--- config.mk ---
export PLATFORM = sky130hd
export DESIGN_NAME = dram_request_arbiter_flat
export DESIGN_NICKNAME = d
export VERILOG_FILES = /design/src/rtl/dram_request_arbiter_if.sv /design/src/rtl/dram_request_arbiter.sv /design/src/flat_wrapper.sv
export SDC_FILE = /design/constraint.sdc
export NUM_CORES = 1
export LEC_CHECK = 0
export ABC_AREA = 1
export ABC_CLOCK_PERIOD_IN_PS = 2850
export BUFFER_PORTS_ARGS = -buffer_cell sky130_fd_sc_hd__buf_4
export CELL_PAD_IN_SITES_DETAIL_PLACEMENT = 0
export CELL_PAD_IN_SITES_GLOBAL_PLACEMENT = 2
export CORE_AREA = 2 2 213 215
export CTS_CLUSTER_DIAMETER = 80
export DETAILED_ROUTE_END_ITERATION = 16
export DIE_AREA = 0 0 215 217
export GPL_ROUTABILITY_DRIVEN = 0
export PLACE_DENSITY = 0.68
export SYNTH_ARGS = -nofsm -noshare
export SYNTH_HDL_FRONTEND = slang
export SYNTH_SLANG_ARGS = --single-unit
export TNS_END_PERCENT = 5
--- constraint.sdc ---
create_clock -name ui_clk -period 2.85 [get_ports ui_clk]
set_clock_uncertainty 0.05 [all_clocks]
set_input_delay 0.1425 -clock ui_clk [delete_from_list [all_inputs] [get_ports ui_clk]]
set_output_delay 0.1425 -clock ui_clk [all_outputs]
set_load 0.005 [all_outputs]
--- src/rtl/dram_request_arbiter_if.sv ---
// Request/response pipes between two requesters, the arbiter and the DRAM bridge.
// The slave modport is the arbiter's view; master is the environment's view.
interface dram_request_arbiter_if;
  logic         R0_REQUEST_pipe_write_req;
  logic         R0_REQUEST_pipe_write_ack;
  logic [109:0] R0_REQUEST_pipe_write_data;
  logic         R1_REQUEST_pipe_write_req;
  logic         R1_REQUEST_pipe_write_ack;
  logic [109:0] R1_REQUEST_pipe_write_data;
  logic         R0_RESPONSE_pipe_read_req;
  logic         R0_RESPONSE_pipe_read_ack;
  logic [64:0]  R0_RESPONSE_pipe_read_data;
  logic         R1_RESPONSE_pipe_read_req;
  logic         R1_RESPONSE_pipe_read_ack;
  logic [64:0]  R1_RESPONSE_pipe_read_data;
  logic         DRAM_REQUEST_pipe_write_req;
  logic         DRAM_REQUEST_pipe_write_ack;
  logic [109:0] DRAM_REQUEST_pipe_write_data;
  logic         DRAM_RESPONSE_pipe_read_req;
  logic         DRAM_RESPONSE_pipe_read_ack;
  logic [64:0]  DRAM_RESPONSE_pipe_read_data;
  logic [3:0]   outstanding;

  modport slave (
    input  R0_REQUEST_pipe_write_req, R0_REQUEST_pipe_write_data,
    input  R1_REQUEST_pipe_write_req, R1_REQUEST_pipe_write_data,
    input  R0_RESPONSE_pipe_read_req, R1_RESPONSE_pipe_read_req,
    input  DRAM_REQUEST_pipe_write_ack,
    input  DRAM_RESPONSE_pipe_read_ack, DRAM_RESPONSE_pipe_read_data,
    output R0_REQUEST_pipe_write_ack, R1_REQUEST_pipe_write_ack,
    output R0_RESPONSE_pipe_read_ack, R0_RESPONSE_pipe_read_data,
    output R1_RESPONSE_pipe_read_ack, R1_RESPONSE_pipe_read_data,
    output DRAM_REQUEST_pipe_write_req, DRAM_REQUEST_pipe_write_data,
    output DRAM_RESPONSE_pipe_read_req,
    output outstanding
  );

  modport master (
    output R0_REQUEST_pipe_write_req, R0_REQUEST_pipe_write_data,
    output R1_REQUEST_pipe_write_req, R1_REQUEST_pipe_write_data,
    output R0_RESPONSE_pipe_read_req, R1_RESPONSE_pipe_read_req,
    output DRAM_REQUEST_pipe_write_ack,
    output DRAM_RESPONSE_pipe_read_ack, DRAM_RESPONSE_pipe_read_data,
    input  R0_REQUEST_pipe_write_ack, R1_REQUEST_pipe_write_ack,
    input  R0_RESPONSE_pipe_read_ack, R0_RESPONSE_pipe_read_data,
    input  R1_RESPONSE_pipe_read_ack, R1_RESPONSE_pipe_read_data,
    input  DRAM_REQUEST_pipe_write_req, DRAM_REQUEST_pipe_write_data,
    input  DRAM_RESPONSE_pipe_read_req,
    input  outstanding
  );
endinterface

--- src/rtl/dram_request_arbiter.sv ---
// Two-requester arbiter in front of a DRAM bridge with an in-order ID FIFO for response routing.
// Define DRAM_ARB_FIXED_PRIORITY_EN to make R0 always win contention instead of round robin.
module dram_request_arbiter #(
  parameter int ID_DEPTH = 8
) (
  input logic                   ui_clk,
  input logic                   sys_rst_n,
  dram_request_arbiter_if.slave bus
);
  localparam int PW = (ID_DEPTH > 1) ? $clog2(ID_DEPTH) : 1;
  localparam logic [PW-1:0] PTR_LAST = PW'(ID_DEPTH - 1);
  localparam logic [4:0] DEPTH_W = 5'(ID_DEPTH);

  logic                buf_valid_r;
  logic [109:0]        buf_data_r;
  logic                buf_id_r;
  logic [ID_DEPTH-1:0] id_fifo_r;
  logic [PW-1:0]       wr_ptr_r;
  logic [PW-1:0]       rd_ptr_r;
  logic [3:0]          count_r;
`ifndef DRAM_ARB_FIXED_PRIORITY_EN
  logic                last_grant_r;
`endif

  logic         fifo_empty_s;
  logic         head_id_s;
  logic         dram_xfer_s;
  logic         buf_free_s;
  logic         space_s;
  logic         can_grant_s;
  logic         grant_valid_s;
  logic         grant_id_s;
  logic [109:0] grant_data_s;
  logic         ack0_s;
  logic         ack1_s;
  logic         accept_s;
  logic         resp_ready_s;
  logic         dram_resp_req_s;
  logic         resp_ack_s;
  logic         resp_xfer_s;

  function automatic logic [PW-1:0] next_ptr(input logic [PW-1:0] ptr);
    if (ptr == PTR_LAST) begin
      next_ptr = {PW{1'b0}};
    end else begin
      next_ptr = ptr + PW'(1'b1);
    end
  endfunction

  // Arbitration, buffer availability and response routing decode
  always_comb begin
    fifo_empty_s  = (count_r == 4'd0);
    head_id_s     = id_fifo_r[rd_ptr_r];
    dram_xfer_s   = buf_valid_r & bus.DRAM_REQUEST_pipe_write_ack;
    buf_free_s    = ~buf_valid_r | bus.DRAM_REQUEST_pipe_write_ack;
    // Count the buffered request too, so the FIFO can never be pushed while full.
    space_s       = ({1'b0, count_r} + {4'b0000, buf_valid_r}) < DEPTH_W;
    can_grant_s   = sys_rst_n & buf_free_s & space_s;
    grant_valid_s = 1'b0;
    grant_id_s    = 1'b0;
    case ({bus.R1_REQUEST_pipe_write_req, bus.R0_REQUEST_pipe_write_req})
      2'b01: begin
        grant_valid_s = 1'b1;
        grant_id_s    = 1'b0;
      end
      2'b10: begin
        grant_valid_s = 1'b1;
        grant_id_s    = 1'b1;
      end
      2'b11: begin
        grant_valid_s = 1'b1;
`ifdef DRAM_ARB_FIXED_PRIORITY_EN
        grant_id_s    = 1'b0;
`else
        grant_id_s    = ~last_grant_r;
`endif
      end
      default: begin
        grant_valid_s = 1'b0;
        grant_id_s    = 1'b0;
      end
    endcase
    grant_data_s    = grant_id_s ? bus.R1_REQUEST_pipe_write_data : bus.R0_REQUEST_pipe_write_data;
    ack0_s          = can_grant_s & grant_valid_s & ~grant_id_s;
    ack1_s          = can_grant_s & grant_valid_s & grant_id_s;
    accept_s        = ack0_s | ack1_s;
    resp_ready_s    = head_id_s ? bus.R1_RESPONSE_pipe_read_req : bus.R0_RESPONSE_pipe_read_req;
    dram_resp_req_s = ~fifo_empty_s & resp_ready_s;
    resp_ack_s      = ~fifo_empty_s & bus.DRAM_RESPONSE_pipe_read_ack;
    resp_xfer_s     = dram_resp_req_s & bus.DRAM_RESPONSE_pipe_read_ack;
  end

  assign bus.R0_REQUEST_pipe_write_ack    = ack0_s;
  assign bus.R1_REQUEST_pipe_write_ack    = ack1_s;
  assign bus.DRAM_REQUEST_pipe_write_req  = buf_valid_r;
  assign bus.DRAM_REQUEST_pipe_write_data = buf_data_r;
  assign bus.DRAM_RESPONSE_pipe_read_req  = dram_resp_req_s;
  assign bus.R0_RESPONSE_pipe_read_ack    = resp_ack_s & ~head_id_s;
  assign bus.R1_RESPONSE_pipe_read_ack    = resp_ack_s & head_id_s;
  assign bus.R0_RESPONSE_pipe_read_data   = bus.DRAM_RESPONSE_pipe_read_data;
  assign bus.R1_RESPONSE_pipe_read_data   = bus.DRAM_RESPONSE_pipe_read_data;
  assign bus.outstanding                  = count_r;

  // One-entry output buffer toward the DRAM bridge
  always_ff @(posedge ui_clk or negedge sys_rst_n) begin
    if (!sys_rst_n) begin
      buf_valid_r <= 1'b0;
      buf_data_r  <= {110{1'b0}};
      buf_id_r    <= 1'b0;
    end else if (accept_s) begin
      buf_valid_r <= 1'b1;
      buf_data_r  <= grant_data_s;
      buf_id_r    <= grant_id_s;
    end else if (dram_xfer_s) begin
      buf_valid_r <= 1'b0;
    end
  end

`ifndef DRAM_ARB_FIXED_PRIORITY_EN
  // Last granted requester; reset to 1 so R0 wins the first contention
  always_ff @(posedge ui_clk or negedge sys_rst_n) begin
    if (!sys_rst_n) begin
      last_grant_r <= 1'b1;
    end else if (accept_s) begin
      last_grant_r <= grant_id_s;
    end
  end
`endif

  // ID FIFO: pushed as requests leave, popped as responses are delivered
  always_ff @(posedge ui_clk or negedge sys_rst_n) begin
    if (!sys_rst_n) begin
      id_fifo_r <= {ID_DEPTH{1'b0}};
      wr_ptr_r  <= {PW{1'b0}};
      rd_ptr_r  <= {PW{1'b0}};
      count_r   <= 4'd0;
    end else begin
      if (dram_xfer_s) begin
        id_fifo_r[wr_ptr_r] <= buf_id_r;
        wr_ptr_r            <= next_ptr(wr_ptr_r);
      end
      if (resp_xfer_s) begin
        rd_ptr_r <= next_ptr(rd_ptr_r);
      end
      case ({dram_xfer_s, resp_xfer_s})
        2'b10:   count_r <= count_r + 4'd1;
        2'b01:   count_r <= count_r - 4'd1;
        default: count_r <= count_r;
      endcase
    end
  end
endmodule

--- src/flat_wrapper.sv ---
// flat-port wrapper written by rule: the top's interface ports become plain ports
module dram_request_arbiter_flat 
#(
  parameter int ID_DEPTH = 8
)
  (ui_clk, sys_rst_n, bus_R0_REQUEST_pipe_write_req, bus_R0_REQUEST_pipe_write_data, bus_R1_REQUEST_pipe_write_req, bus_R1_REQUEST_pipe_write_data, bus_R0_RESPONSE_pipe_read_req, bus_R1_RESPONSE_pipe_read_req, bus_DRAM_REQUEST_pipe_write_ack, bus_DRAM_RESPONSE_pipe_read_ack, bus_DRAM_RESPONSE_pipe_read_data, bus_R0_REQUEST_pipe_write_ack, bus_R1_REQUEST_pipe_write_ack, bus_R0_RESPONSE_pipe_read_ack, bus_R0_RESPONSE_pipe_read_data, bus_R1_RESPONSE_pipe_read_ack, bus_R1_RESPONSE_pipe_read_data, bus_DRAM_REQUEST_pipe_write_req, bus_DRAM_REQUEST_pipe_write_data, bus_DRAM_RESPONSE_pipe_read_req, bus_outstanding);
  dram_request_arbiter_if bus_i ();
  input logic ui_clk;
  input logic sys_rst_n;
  input wire logic [$bits(bus_i.R0_REQUEST_pipe_write_req)-1:0] bus_R0_REQUEST_pipe_write_req;
  input wire logic [$bits(bus_i.R0_REQUEST_pipe_write_data)-1:0] bus_R0_REQUEST_pipe_write_data;
  input wire logic [$bits(bus_i.R1_REQUEST_pipe_write_req)-1:0] bus_R1_REQUEST_pipe_write_req;
  input wire logic [$bits(bus_i.R1_REQUEST_pipe_write_data)-1:0] bus_R1_REQUEST_pipe_write_data;
  input wire logic [$bits(bus_i.R0_RESPONSE_pipe_read_req)-1:0] bus_R0_RESPONSE_pipe_read_req;
  input wire logic [$bits(bus_i.R1_RESPONSE_pipe_read_req)-1:0] bus_R1_RESPONSE_pipe_read_req;
  input wire logic [$bits(bus_i.DRAM_REQUEST_pipe_write_ack)-1:0] bus_DRAM_REQUEST_pipe_write_ack;
  input wire logic [$bits(bus_i.DRAM_RESPONSE_pipe_read_ack)-1:0] bus_DRAM_RESPONSE_pipe_read_ack;
  input wire logic [$bits(bus_i.DRAM_RESPONSE_pipe_read_data)-1:0] bus_DRAM_RESPONSE_pipe_read_data;
  output wire logic [$bits(bus_i.R0_REQUEST_pipe_write_ack)-1:0] bus_R0_REQUEST_pipe_write_ack;
  output wire logic [$bits(bus_i.R1_REQUEST_pipe_write_ack)-1:0] bus_R1_REQUEST_pipe_write_ack;
  output wire logic [$bits(bus_i.R0_RESPONSE_pipe_read_ack)-1:0] bus_R0_RESPONSE_pipe_read_ack;
  output wire logic [$bits(bus_i.R0_RESPONSE_pipe_read_data)-1:0] bus_R0_RESPONSE_pipe_read_data;
  output wire logic [$bits(bus_i.R1_RESPONSE_pipe_read_ack)-1:0] bus_R1_RESPONSE_pipe_read_ack;
  output wire logic [$bits(bus_i.R1_RESPONSE_pipe_read_data)-1:0] bus_R1_RESPONSE_pipe_read_data;
  output wire logic [$bits(bus_i.DRAM_REQUEST_pipe_write_req)-1:0] bus_DRAM_REQUEST_pipe_write_req;
  output wire logic [$bits(bus_i.DRAM_REQUEST_pipe_write_data)-1:0] bus_DRAM_REQUEST_pipe_write_data;
  output wire logic [$bits(bus_i.DRAM_RESPONSE_pipe_read_req)-1:0] bus_DRAM_RESPONSE_pipe_read_req;
  output wire logic [$bits(bus_i.outstanding)-1:0] bus_outstanding;
  assign bus_i.R0_REQUEST_pipe_write_req = bus_R0_REQUEST_pipe_write_req;
  assign bus_i.R0_REQUEST_pipe_write_data = bus_R0_REQUEST_pipe_write_data;
  assign bus_i.R1_REQUEST_pipe_write_req = bus_R1_REQUEST_pipe_write_req;
  assign bus_i.R1_REQUEST_pipe_write_data = bus_R1_REQUEST_pipe_write_data;
  assign bus_i.R0_RESPONSE_pipe_read_req = bus_R0_RESPONSE_pipe_read_req;
  assign bus_i.R1_RESPONSE_pipe_read_req = bus_R1_RESPONSE_pipe_read_req;
  assign bus_i.DRAM_REQUEST_pipe_write_ack = bus_DRAM_REQUEST_pipe_write_ack;
  assign bus_i.DRAM_RESPONSE_pipe_read_ack = bus_DRAM_RESPONSE_pipe_read_ack;
  assign bus_i.DRAM_RESPONSE_pipe_read_data = bus_DRAM_RESPONSE_pipe_read_data;
  assign bus_R0_REQUEST_pipe_write_ack = bus_i.R0_REQUEST_pipe_write_ack;
  assign bus_R1_REQUEST_pipe_write_ack = bus_i.R1_REQUEST_pipe_write_ack;
  assign bus_R0_RESPONSE_pipe_read_ack = bus_i.R0_RESPONSE_pipe_read_ack;
  assign bus_R0_RESPONSE_pipe_read_data = bus_i.R0_RESPONSE_pipe_read_data;
  assign bus_R1_RESPONSE_pipe_read_ack = bus_i.R1_RESPONSE_pipe_read_ack;
  assign bus_R1_RESPONSE_pipe_read_data = bus_i.R1_RESPONSE_pipe_read_data;
  assign bus_DRAM_REQUEST_pipe_write_req = bus_i.DRAM_REQUEST_pipe_write_req;
  assign bus_DRAM_REQUEST_pipe_write_data = bus_i.DRAM_REQUEST_pipe_write_data;
  assign bus_DRAM_RESPONSE_pipe_read_req = bus_i.DRAM_RESPONSE_pipe_read_req;
  assign bus_outstanding = bus_i.outstanding;
  dram_request_arbiter #(.ID_DEPTH(ID_DEPTH)) u_core (.ui_clk(ui_clk), .sys_rst_n(sys_rst_n), .bus(bus_i));
endmodule
==> impl_results.md, run 1 <==
* Root buf cell: clkbuf_16
* # nets final at approximately 1600
* Sequential element share of the synthesized area at between 40% and 50%
* Synth cell types at 22
* Crit path required time at between 3 and 4 ns
* Gr usage total at 11.7%
* First-pass GRT wire length at just over 40000 um
* Finish-stage setup viols at 0
* Setup TNS Final at 0 ns
* Unrepaired setup endpoints after global routing: false
* Clock sink count at between 100 and 150
* Global routing's busiest layer: met2
* Ys async rst share at 100%
* CP Capture Type: flip-flop
* Area delta synth->final at 74.9%
* Number of fill cells in the layout at 4844
* Final hold vios at 0
* Post-synth EDFFs at 0
* Worst Path Arrival at 2.95 ns
* CTS tree: yes
* Drt drc at 0
* Top cells by area, synth: dfrtp_1 47%, nand2_1 20%, buf_4 16%
* Total global routing overflow at 0
* Final min period at between 2 and 3 ns
* CP Launch Type: flip-flop
* Pwr dens at 873 nW/um2
* Ant diodes at 0
* Syn_area_per_cell at roughly 8.0 um2
* Crit-path max FO at 6
* GR Util met3 at around 5.4%
* CP max-delay cell: dfrtp_1
* Antenna violations before repair at 0
* Largest area contributor in the synthesized netlist: dfrtp_1
* DIE AREA at roughly 47000 um2
* DPL Wire Length at between 15000 and 20000 um
* Slowest cell delay on critical path at around 0.45 ns
* Global routing met2 resource utilization at 18.9%
* Via density at roughly 3.8
* Antenna-violating nets left at 0
* Fmax at 378 MHz
* Most numerous cell in the Yosys netlist: nand2_1
* Drt total wl at 26400 um
* Placed insts at approximately 1700
* Synth Net Count at 1164
* CP delay by family, top: simple AND/OR/NAND/NOR gates
* Buffers on Ports at about 350
* I/O pins at approximately 540
* Status: complete, no violations
* Worst slew margin at a little under half
* VDD IR max at about 0.41 mV
* Chip width at 215 um
* Synth Flop Type: dfrtp_1
* Max-cap violation count at 0
* Number of detailed-route iterations in the first pass at 4
* Top-area cell type share of the netlist area at a little under half
* Initial DRC Count at 294
* Post-synthesis cell area at 6910 um2
* H-tree depth at 4
* Worst path bufs/invs at 1
* Wire per inst at roughly 14 um
* Synthesis-stage register bit count at 131
* Core area at 44700 um2
* Worst Hold Class: input port to flip-flop
* Tcrit/Tclk final at 92.8%
* Yosys warns at 0
* Layout cells sized above 1 at a little under 30%
* Synth top cells by count: 360 x nand2_1, 149 x buf_4, 130 x dfrtp_1
* Cells after synthesis at between 800 and 900
* CP Cell Sequence: nor4_1, nor2_1, nand3_1, inv_1, ha_1, ha_1, a21oi_1, nand2_1, a21oi_1, o21ai_0, xnor2_1
* Die H at roughly 220 um
* Fin cells at around 1900
* Max-slew violation count at 0
* M1 GR Usage at ~12%
* Vias in the first global route at between 7000 and 8000
* Measured slew at the worst slew-check pin at 0.798 ns
* Leakage at ~6.0 nW
* Worst skew pair latency at about 0.47 ns
* Via Count at ~7200
* Std cell rows at just under 80
* Clk slew on worst S/H paths at about 0.060 ns
* Pin count of the biggest net entering global routing at around 130
* Number of setup buffers added after CTS at 0
* Starting density of the core at between 10% and 20%
* Critical path type: flip-flop to flip-flop
* Clock buffer depth at 2
* Total CTS buffers at 17
-- per-layer routing --
metal / vias to the layer above / part of all wire [%]
li1: 3468 / -
met1: 3364 / 39
met2: 291 / 48
met3: 74 / 8.9
met4: 0 / 4.5
met5: - / 0
-- report_power, final --
group	internal, mW	switching, mW
Combinational	2.97	1.93
Sequential	2.74	0.551
Clock	1.42	0.932
Total	7.13	3.41
-- cells by family after synthesis --
family / Yosys count / share of synthesized area (%)
compound gates: 28 / 2.32
xor+xnor: 3 / 0.381
fa+ha+maj: 8 / 1.56
buf+inv: 194 / 18.8
flops: 131 / 47.5
simple gates: 499 / 29.5
-- sequential cells by signal (all words and copies together), names as in the netlist --
| signal | cells |
|---|---|
| u_core.buf_id_r | 1 |
| u_core.bus.DRAM_REQUEST_pipe_write_data | 110 |
| u_core.bus.DRAM_REQUEST_pipe_write_req | 1 |
| u_core.bus.outstanding | 4 |
| u_core.id_fifo_r | 8 |
| u_core.last_grant_r | 1 |
| u_core.rd_ptr_r | 3 |
| u_core.wr_ptr_r | 3 |
-- placed cells by master, fill, tap and decap left out, drive strengths merged, types with 2 or more instances in the layout --
cell / instances
a31oi: 8
dfrtp: 130
a21oi: 13
nand3: 123
ha: 7
bufinv: 2
o21ai: 6
nand2: 360
dlygate4sd3: 227
clkbuf: 25
xnor2: 2
clkinvlp: 4
clkinv: 2
buf: 353
inv: 27
nor2: 14
-- worst reg2reg max path: stages, from the launching register on --
cell     delay, ns
dfrtp_1       0.45
nor4_1        0.42
nor2_1        0.17
nand3_1       0.19
inv_1         0.06
ha_1          0.26
ha_1          0.34
a21oi_1       0.15
nand2_1       0.08
a21oi_1       0.11
o21ai_0       0.12
xnor2_1       0.14
-- final cells by class --
cell class	instances	area (um2)	area share (%)
clock inverters	7	95.1	0.787
well taps	600	751	6.22
multi-input cells	538	2350	19.5
flip-flops and latches	131	3280	27.2
repair buffers	580	4980	41.2
inverters	28	105	0.870
clock buffers	25	515	4.27
-- per-stage QoR --
| stage | utilization (%) | power (mW) | setup slack, ns | hold WS (ns) | cell area, um2 |
|---|---|---|---|---|---|
| 4_1_cts | 27.0 | 10.7 | 0.185 | 0.0279 | 12100 |
| 3_3_place_gp | 20.6 | 6.96 | 0.206 | 0.235 | 9190 |
| 2_1_floorplan | - | 5.02 | 0.500 | -0.203 | 6910 |
| 6_report | 27.0 | 10.5 | 0.206 | 0.0873 | 12100 |
| 3_5_place_dp | 20.6 | 6.98 | 0.189 | 0.235 | 9190 |
| 5_1_grt | 27.0 | 11.4 | 0.00825 | 0.0849 | 12100 |
-- repair_timing --
action | in CTS | in global routing
gates resized for setup | 0 | 1
endpoints found under the setup margin | 0 | 1
hold endpoints to repair | 245 | 0
hold buffers | 227 | 0
-- final timing paths --
kind / from / end / slack (ns) / depth (start not counted)
max: u_core.bus.outstanding[0] / u_core.bus.outstanding[3] / 0.21 / 11
min: bus_R1_RESPONSE_pipe_read_req / u_core.rd_ptr_r[1] / 0.09 / 5
min in group asynchronous: sys_rst_n / u_core.bus.DRAM_REQUEST_pipe_write_data[60] / 0.45 / 3
max reg2reg: u_core.bus.outstanding[0] / u_core.bus.outstanding[3] / 0.21 / 11
max in group asynchronous: sys_rst_n / u_core.bus.DRAM_REQUEST_pipe_write_data[94] / 1.74 / 3
min reg2reg: u_core.last_grant_r / u_core.last_grant_r / 0.44 / 2
No activity file was read; power rests on OpenSTA's default activity.
==> run 2, diff against run 1 <==
--- a/config.mk
+++ b/config.mk
@@ -15,7 +15,7 @@
 export DETAILED_ROUTE_END_ITERATION = 16
 export DIE_AREA = 0 0 215 217
 export GPL_ROUTABILITY_DRIVEN = 0
-export PLACE_DENSITY = 0.68
+export PLACE_DENSITY = 0.72
 export SYNTH_ARGS = -nofsm -noshare
 export SYNTH_HDL_FRONTEND = slang
 export SYNTH_SLANG_ARGS = --single-unit
==> run 2 against run 1 <==
Via count rose by 0.36%. Maximum frequency barely moved. Sequential power barely moved. Critical path depth fell by 5. Non-clock buffer count rose by 4. Sequential share of layout area fell by 0.15 points. Global-route usage fell by 0.22 points. Clock-buffer cell count fell by 5. Largest power group unchanged. Core utilization rose by 0.15 points. Wire length fell by 1.0%. Die area did not move. Final cell count rose by 0.21%.
==> impl_results.md, run 2 (synthesis gave the netlist of run 1 again) <==
* Status: complete, no violations
* Crit path required time at 3.20 ns (+0.04 ns)
* Final hold vios at 0 (unchanged)
* Setup TNS Final at 0 ns (unchanged)
* Chip width at 215 um (unchanged)
* Most frequent cells in the layout: 359 x nand2_1, 353 x buf_4, 227 x dlygate4sd3_1
* Pwr dens at 882 nW/um2 (+1.0%)
* Design Area, Final at 12100 um2 (+0.57%)
* Die H at 217 um (unchanged)
* Buffers on Ports at 347 (unchanged)
* Std cell rows at 78 (unchanged)
* DPL Wire Length at 17700 um (+6.2%)
* Final min period at 2.64 ns (-0.000118 ns)
* First-pass GRT wire length at 40600 um (-1.8%)
* Number of detailed-route iterations in the first pass at 4 (unchanged)
* Leakage at 6.03 nW (+0.54%)
* Max reg flops at 110 (unchanged)
* Unrepaired setup endpoints after global routing: false
* Clk slew on worst S/H paths at 0.07 ns (about the same)
* Layout cells sized above 1 at 30.3% (+0.67 points)
* Antenna violations before repair at 0 (unchanged)
* VDD IR max at 0.556 mV (+35%)
* Measured slew at the worst slew-check pin at 0.913 ns (+0.115 ns)
* Core area at 44700 um2 (unchanged)
* CP Launch Type: flip-flop
* H-tree depth at 4 (unchanged)
* Total CTS buffers at 17 (unchanged)
* Clock buffer depth at 2 (unchanged)
* Placed Area at 9210 um2 (+0.19%)
* Drt drc at 0 (unchanged)
* Finish-stage setup viols at 0 (unchanged)
* CP Cell Sequence: nand4_1, o2111ai_4, buf_4, nand2_1, nand3_1, dlygate4sd3_1
* Worst skew pair latency at 0.48 ns (about the same)
* CP Capture Type: flip-flop
* Worst slew margin at 39.1% (-7.7 points)
* Worst Path Arrival at 2.99 ns (+0.04 ns)
* I/O pins at 543 (unchanged)
* Root buf cell: clkbuf_16
* CP max-delay cell: buf_4
* Slowest cell delay on critical path at 0.76 ns (+0.31 ns)
* CTS tree: yes
* Starting density of the core at 15.4% (unchanged)
* Area delta synth->final at 75.9%
* Ant diodes at 0 (unchanged)
* Antenna-violating nets left at 0 (unchanged)
* Crit-path max FO at 76 (+70)
* Final Hold Slack at 0.0817 ns (-0.00562 ns)
* Most common cell after layout, fill and taps aside: nand2_1
* Via density at 3.78 (+0.15%)
* Vias in the first global route at 7632 (-0.37%)
* Max-slew violation count at 0 (unchanged)
* Drt total wl at 26100 um (-1.0%)
* Total global routing overflow at 0 (unchanged)
* DIE AREA at 46700 um2 (unchanged)
* Wire per inst at 13.7 um (-1.2%)
* Max-cap violation count at 0 (unchanged)
* # nets final at 1601 (+0.25%)
* Via Count at 7223 (+0.36%)
* Tcrit/Tclk final at 92.8% (about the same)
* Clock sink count at 131 (unchanged)
* Initial DRC Count at 244 (-17%)
* Critical path type: flip-flop to flip-flop
* Design Power at 10.7 mW (+1.6%)
* Fmax at 378 MHz (about the same)
* Worst Hold Class: input port to flip-flop
* Pin count of the biggest net entering global routing at 77 (-42%)
* Gr usage total at 11.4% (-0.22 points)
==> run 2: changes by cell type in the layout (fill, tap and decap cells not counted), sizes merged <==
cell | before | now
clkbuf | 25 | 20
buf | 353 | 357
clkinv | 2 | 6
bufinv | 2 | 4
clkinvlp | 4 | 3
==> run 2: worst paths after layout <==
| check | start | end | slack, ns | cells past startpoint |
|---|---|---|---|---|
| hold / removal | bus_R1_RESPONSE_pipe_read_req | u_core.rd_ptr_r[2] | 0.08 | 5 |
| hold reg to reg | u_core.last_grant_r | u_core.last_grant_r | 0.44 | 2 |
| min in group asynchronous | sys_rst_n | u_core.bus.DRAM_REQUEST_pipe_write_data[101] | 0.25 | 3 |
| max in group asynchronous | sys_rst_n | u_core.bus.DRAM_REQUEST_pipe_write_data[60] | 1.45 | 4 |
| setup / recovery | u_core.bus.outstanding[0] | u_core.bus.DRAM_REQUEST_pipe_write_data[11] | 0.21 | 6 |
| setup reg to reg | u_core.bus.outstanding[0] | u_core.bus.DRAM_REQUEST_pipe_write_data[11] | 0.21 | 6 |
==> run 2: cell type report <==
cell class	instances	area, um2
Timing Repair Buffer	584	4990
Inverter	28	105
Multi-Input combinational cell	538	2370
Tap cell	600	751
Clock inverter	12	179
Fill cell	4896	32600
Sequential cell	131	3280
Clock buffer	20	467
==> run 2: power by group <==
group          switching [mW]  internal (mW)
Sequential              0.570           2.74
Clock                   0.932           1.53
Combinational            1.95           2.99
Total                    3.45           7.26
==> run 2: worst max-delay path, delay by kind of cell, from the launching register on <==
family / cells / cell delay [ns]
flip-flops: 1 / 0.46
buffers and inverters: 2 / 1.31
AO/OA/AOI/OAI: 1 / 0.18
AND/OR/NAND/NOR: 3 / 0.48
==> run 2: through the flow <==
step	cells	setup slack [ns]	utilization (%)
6_report	1913	0.206	27.2
5_1_grt	1913	0.00318	27.2
4_1_cts	1913	0.144	27.1
3_5_place_dp	1654	0.165	20.6
3_3_place_gp	1654	0.221	20.6
2_1_floorplan	863	0.500	-
==> run 2: routing by layer <==
layer,global-route usage [%],up-vias,share of wire [%]
met2,19.4,269,49
met4,5.98,0,3.3
li1,-,3476,-
met3,5.05,66,8.1
met1,12.1,3412,39
met5,0,-,0
==> run 2: repair_timing <==
action | CTS | global route
hold buffers | 227 | 0
setup buffers | 0 | 0
endpoints found under the hold margin | 171 | 0
gates resized for setup | 0 | 5
endpoints found under the setup margin | 0 | 1
==> run 3, diff against run 2 <==
--- a/config.mk
+++ b/config.mk
@@ -6,16 +6,18 @@
 export NUM_CORES = 1
 export LEC_CHECK = 0
 export ABC_AREA = 1
-export ABC_CLOCK_PERIOD_IN_PS = 2850
+export ABC_CLOCK_PERIOD_IN_PS = 3350
 export BUFFER_PORTS_ARGS = -buffer_cell sky130_fd_sc_hd__buf_4
 export CELL_PAD_IN_SITES_DETAIL_PLACEMENT = 0
 export CELL_PAD_IN_SITES_GLOBAL_PLACEMENT = 2
-export CORE_AREA = 2 2 213 215
+export CORE_AREA = 2 2 214 216
+export CTS_BUF_LIST = sky130_fd_sc_hd__clkbuf_8 sky130_fd_sc_hd__clkbuf_16
 export CTS_CLUSTER_DIAMETER = 80
 export DETAILED_ROUTE_END_ITERATION = 16
-export DIE_AREA = 0 0 215 217
+export DIE_AREA = 0 0 216 218
 export GPL_ROUTABILITY_DRIVEN = 0
 export PLACE_DENSITY = 0.72
+export RECOVER_POWER = 100
 export SYNTH_ARGS = -nofsm -noshare
 export SYNTH_HDL_FRONTEND = slang
 export SYNTH_SLANG_ARGS = --single-unit
==> constraint.sdc (replaced) <==
create_clock -name ui_clk -period 3.35 [get_ports ui_clk]
set_clock_uncertainty 0.05 [all_clocks]
set_input_delay 0.1675 -clock ui_clk [delete_from_list [all_inputs] [get_ports ui_clk]]
set_output_delay 0.1675 -clock ui_clk [all_outputs]
set_load 0.005 [all_outputs]
==> run 3 against run 2 <==
The flow now finishes with violations (max-capacitance violations, max-slew violations). Hold slack got worse by 0.040 ns. Cell area fell by 2.6%. Global-route usage barely moved. Largest cell class unchanged. Clock power fell by 25%. Sequential share of layout area rose by 0.70 points.
==> impl_results.md, run 3 (synthesis gave the netlist of run 1 again) <==
* Status: finished with violations
* Failing checks: max-capacitance violations, max-slew violations
* Total global routing overflow at 0 (unchanged)
* Wire per inst at 13.7 um (+0.53%)
* CP Capture Type: flip-flop
* Finish-stage setup viols at 0 (unchanged)
* Ant diodes at 0 (unchanged)
* Max-slew violation count at 29 (+29)
* Slowest cell delay on critical path at 0.75 ns (about the same)
* Number of setup buffers added after CTS at 0 (unchanged)
* Most frequent cells in the layout: 360 x nand2_1, 232 x buf_4, 224 x dlygate4sd3_1
* Max reg flops at 110 (unchanged)
* Final hold vios at 0 (unchanged)
* Vias in the first global route at 7621 (-0.14%)
* Clock buffer depth at 2 (unchanged)
* Tcrit/Tclk final at between 70% and 80%
* Crit path required time at 3.70 ns (+0.50 ns)
* Die H at 218 um (+0.46%)
* Pin count of the biggest net entering global routing at 87 (+13%)
* Drt total wl at 26200 um (+0.32%)
* Worst slew margin at -5.97% (-45 points)
* Most common cell after layout, fill and taps aside: nand2_1
* CTS-repair resized insts at 0 (unchanged)
* RR Startpoint: u_core.bus.outstanding[1]
* Final Hold Slack at 0.0419 ns (-0.0398 ns)
* Buffers on Ports at 347 (unchanged)
* Starting density of the core at 15.4% (-0.067 points)
* Via density at 3.76 (-0.51%)
* Layout cells sized above 1 at 26.5% (-3.8 points)
* CP Cell Sequence: dlygate4sd3_1, buf_4, o2111ai_1, buf_4, nand2_1, nand3_1, dlygate4sd3_1
* Crit-path max FO at 67 (-12%)
* Setup TNS Final at 0 ns (unchanged)
* Hold path startpoint: bus_R0_REQUEST_pipe_write_req
* Number of detailed-route iterations in the first pass at 4 (unchanged)
* Initial DRC Count at 241 (-1.2%)
* Worst Hold Class: input port to flip-flop
* Clk slew on worst S/H paths at 0.06 ns (about the same)
* Worst Path Arrival at 3.02 ns (+0.03 ns)
* Measured slew at the worst slew-check pin at 1.59 ns (+0.676 ns)
* Number of fill cells in the layout at 4916 (+0.41%)
* First-pass GRT wire length at 40900 um (+0.83%)
* Max-cap violation count at 1 (+1)
* DPL Wire Length at 17300 um (-2.0%)
* Unrepaired setup endpoints after global routing: false
* I/O pins at 543 (unchanged)
* CP max-delay cell: buf_4
* Via Count at 7171 (-0.72%)
* Final min period at ~2.7 ns
* VDD IR max at 0.322 mV (-42%)
* Area delta synth->final at 71.4%
* Worst skew pair latency at 0.47 ns (about the same)
* DIE AREA at 47100 um2 (+0.93%)
* H-tree depth at 4 (unchanged)
* Total CTS buffers at 17 (unchanged)
* CP Launch Type: input port
* Drt drc at 0 (unchanged)
* Leakage at 5.84 nW (-3.2%)
* Core area at 44900 um2 (+0.44%)
* Antenna-violating nets left at 0 (unchanged)
* Clock sink count at 131 (unchanged)
* Crit. Startpoint: bus_R1_REQUEST_pipe_write_req
* CTS tree: yes
* Gr usage total at 11.4% (about the same)
* Chip width at 216 um (+0.47%)
* Antenna violations before repair at 0 (unchanged)
* Critical path type: input port to flip-flop
* Root buf cell: clkbuf_16
* Std cell rows at 78 (unchanged)
* Pwr dens at 729 nW/um2 (-17%)
* # nets final at 1597 (-0.25%)
* Fmax at 375 MHz
## run 3: changes by cell type in the layout (fill, tap and decap cells not counted), sizes merged
| cell | previous run | this run |
|---|---|---|
| buf | 357 | 236 |
| clkbuf | 20 | 139 |
| inv | 27 | 34 |
| dlygate4sd3 | 227 | 224 |
| bufinv | 4 | 2 |
| clkinv | 6 | 4 |
| clkinvlp | 3 | 1 |
## run 3: report_power, final
group	switching, mW	leakage (nW)	internal (mW)
clock	0.738	0.301	1.11
sequential	0.479	1.63	2.33
combinational	1.66	3.91	2.31
total	2.88	5.84	5.75
## run 3: worst paths after layout
check                                                               to  slack (ns)  cells after the start
min in group asynchronous  u_core.bus.DRAM_REQUEST_pipe_write_data[98]        0.06                      2
min                                                u_core.last_grant_r        0.04                      4
max reg2reg                u_core.bus.DRAM_REQUEST_pipe_write_data[19]        0.72                      6
min reg2reg                                        u_core.last_grant_r        0.44                      2
max                        u_core.bus.DRAM_REQUEST_pipe_write_data[19]        0.68                      7
max in group asynchronous                          u_core.last_grant_r        1.03                      4
## run 3: final cells by class
type | count | area, um2 | share of cell area, %
well taps | 600 | 751 | 6.34
inverters | 28 | 105 | 0.888
clock buffers | 19 | 453 | 3.83
clock inverters | 13 | 109 | 0.920
flip-flops and latches | 131 | 3280 | 27.7
multi-input cells | 538 | 2330 | 19.7
repair buffers | 580 | 4800 | 40.6
## run 3: layer usage
layer  up-vias  part of all wire [%]  wire, um  global-route usage (%)
li1       3461                     -         -                       -
met1      3387                    39     10200                    12.0
met2       258                    50     13000                    19.4
met3        65                   8.2      2160                    5.10
met4         0                   3.1       808                    5.82
met5         -                     0         0                       0
## run 3: metrics by stage
stage	utilization (%)	instances	area [um2]	setup WS, ns	power, mW
4_1_cts	26.7	1909	12000	0.704	8.99
2_1_floorplan	-	863	6910	1.00	4.27
6_report	26.4	1909	11800	0.683	8.62
3_3_place_gp	20.5	1653	9190	0.724	5.93
5_1_grt	26.4	1909	11800	0.453	9.37
3_5_place_dp	20.5	1653	9190	0.713	5.96
## run 3: worst max-delay path: cells and delay by family
kind	cells	cell delay, ns
AND/OR/NAND/NOR	2	0.24
AO/OA/AOI/OAI	1	0.52
buffers and inverters	4	2.04
## run 3: what timing repair did
item	4_1_cts	5_1_grt
endpoints found under the setup margin	0	0
endpoints found under the hold margin	155	0
hold buffers	224	0
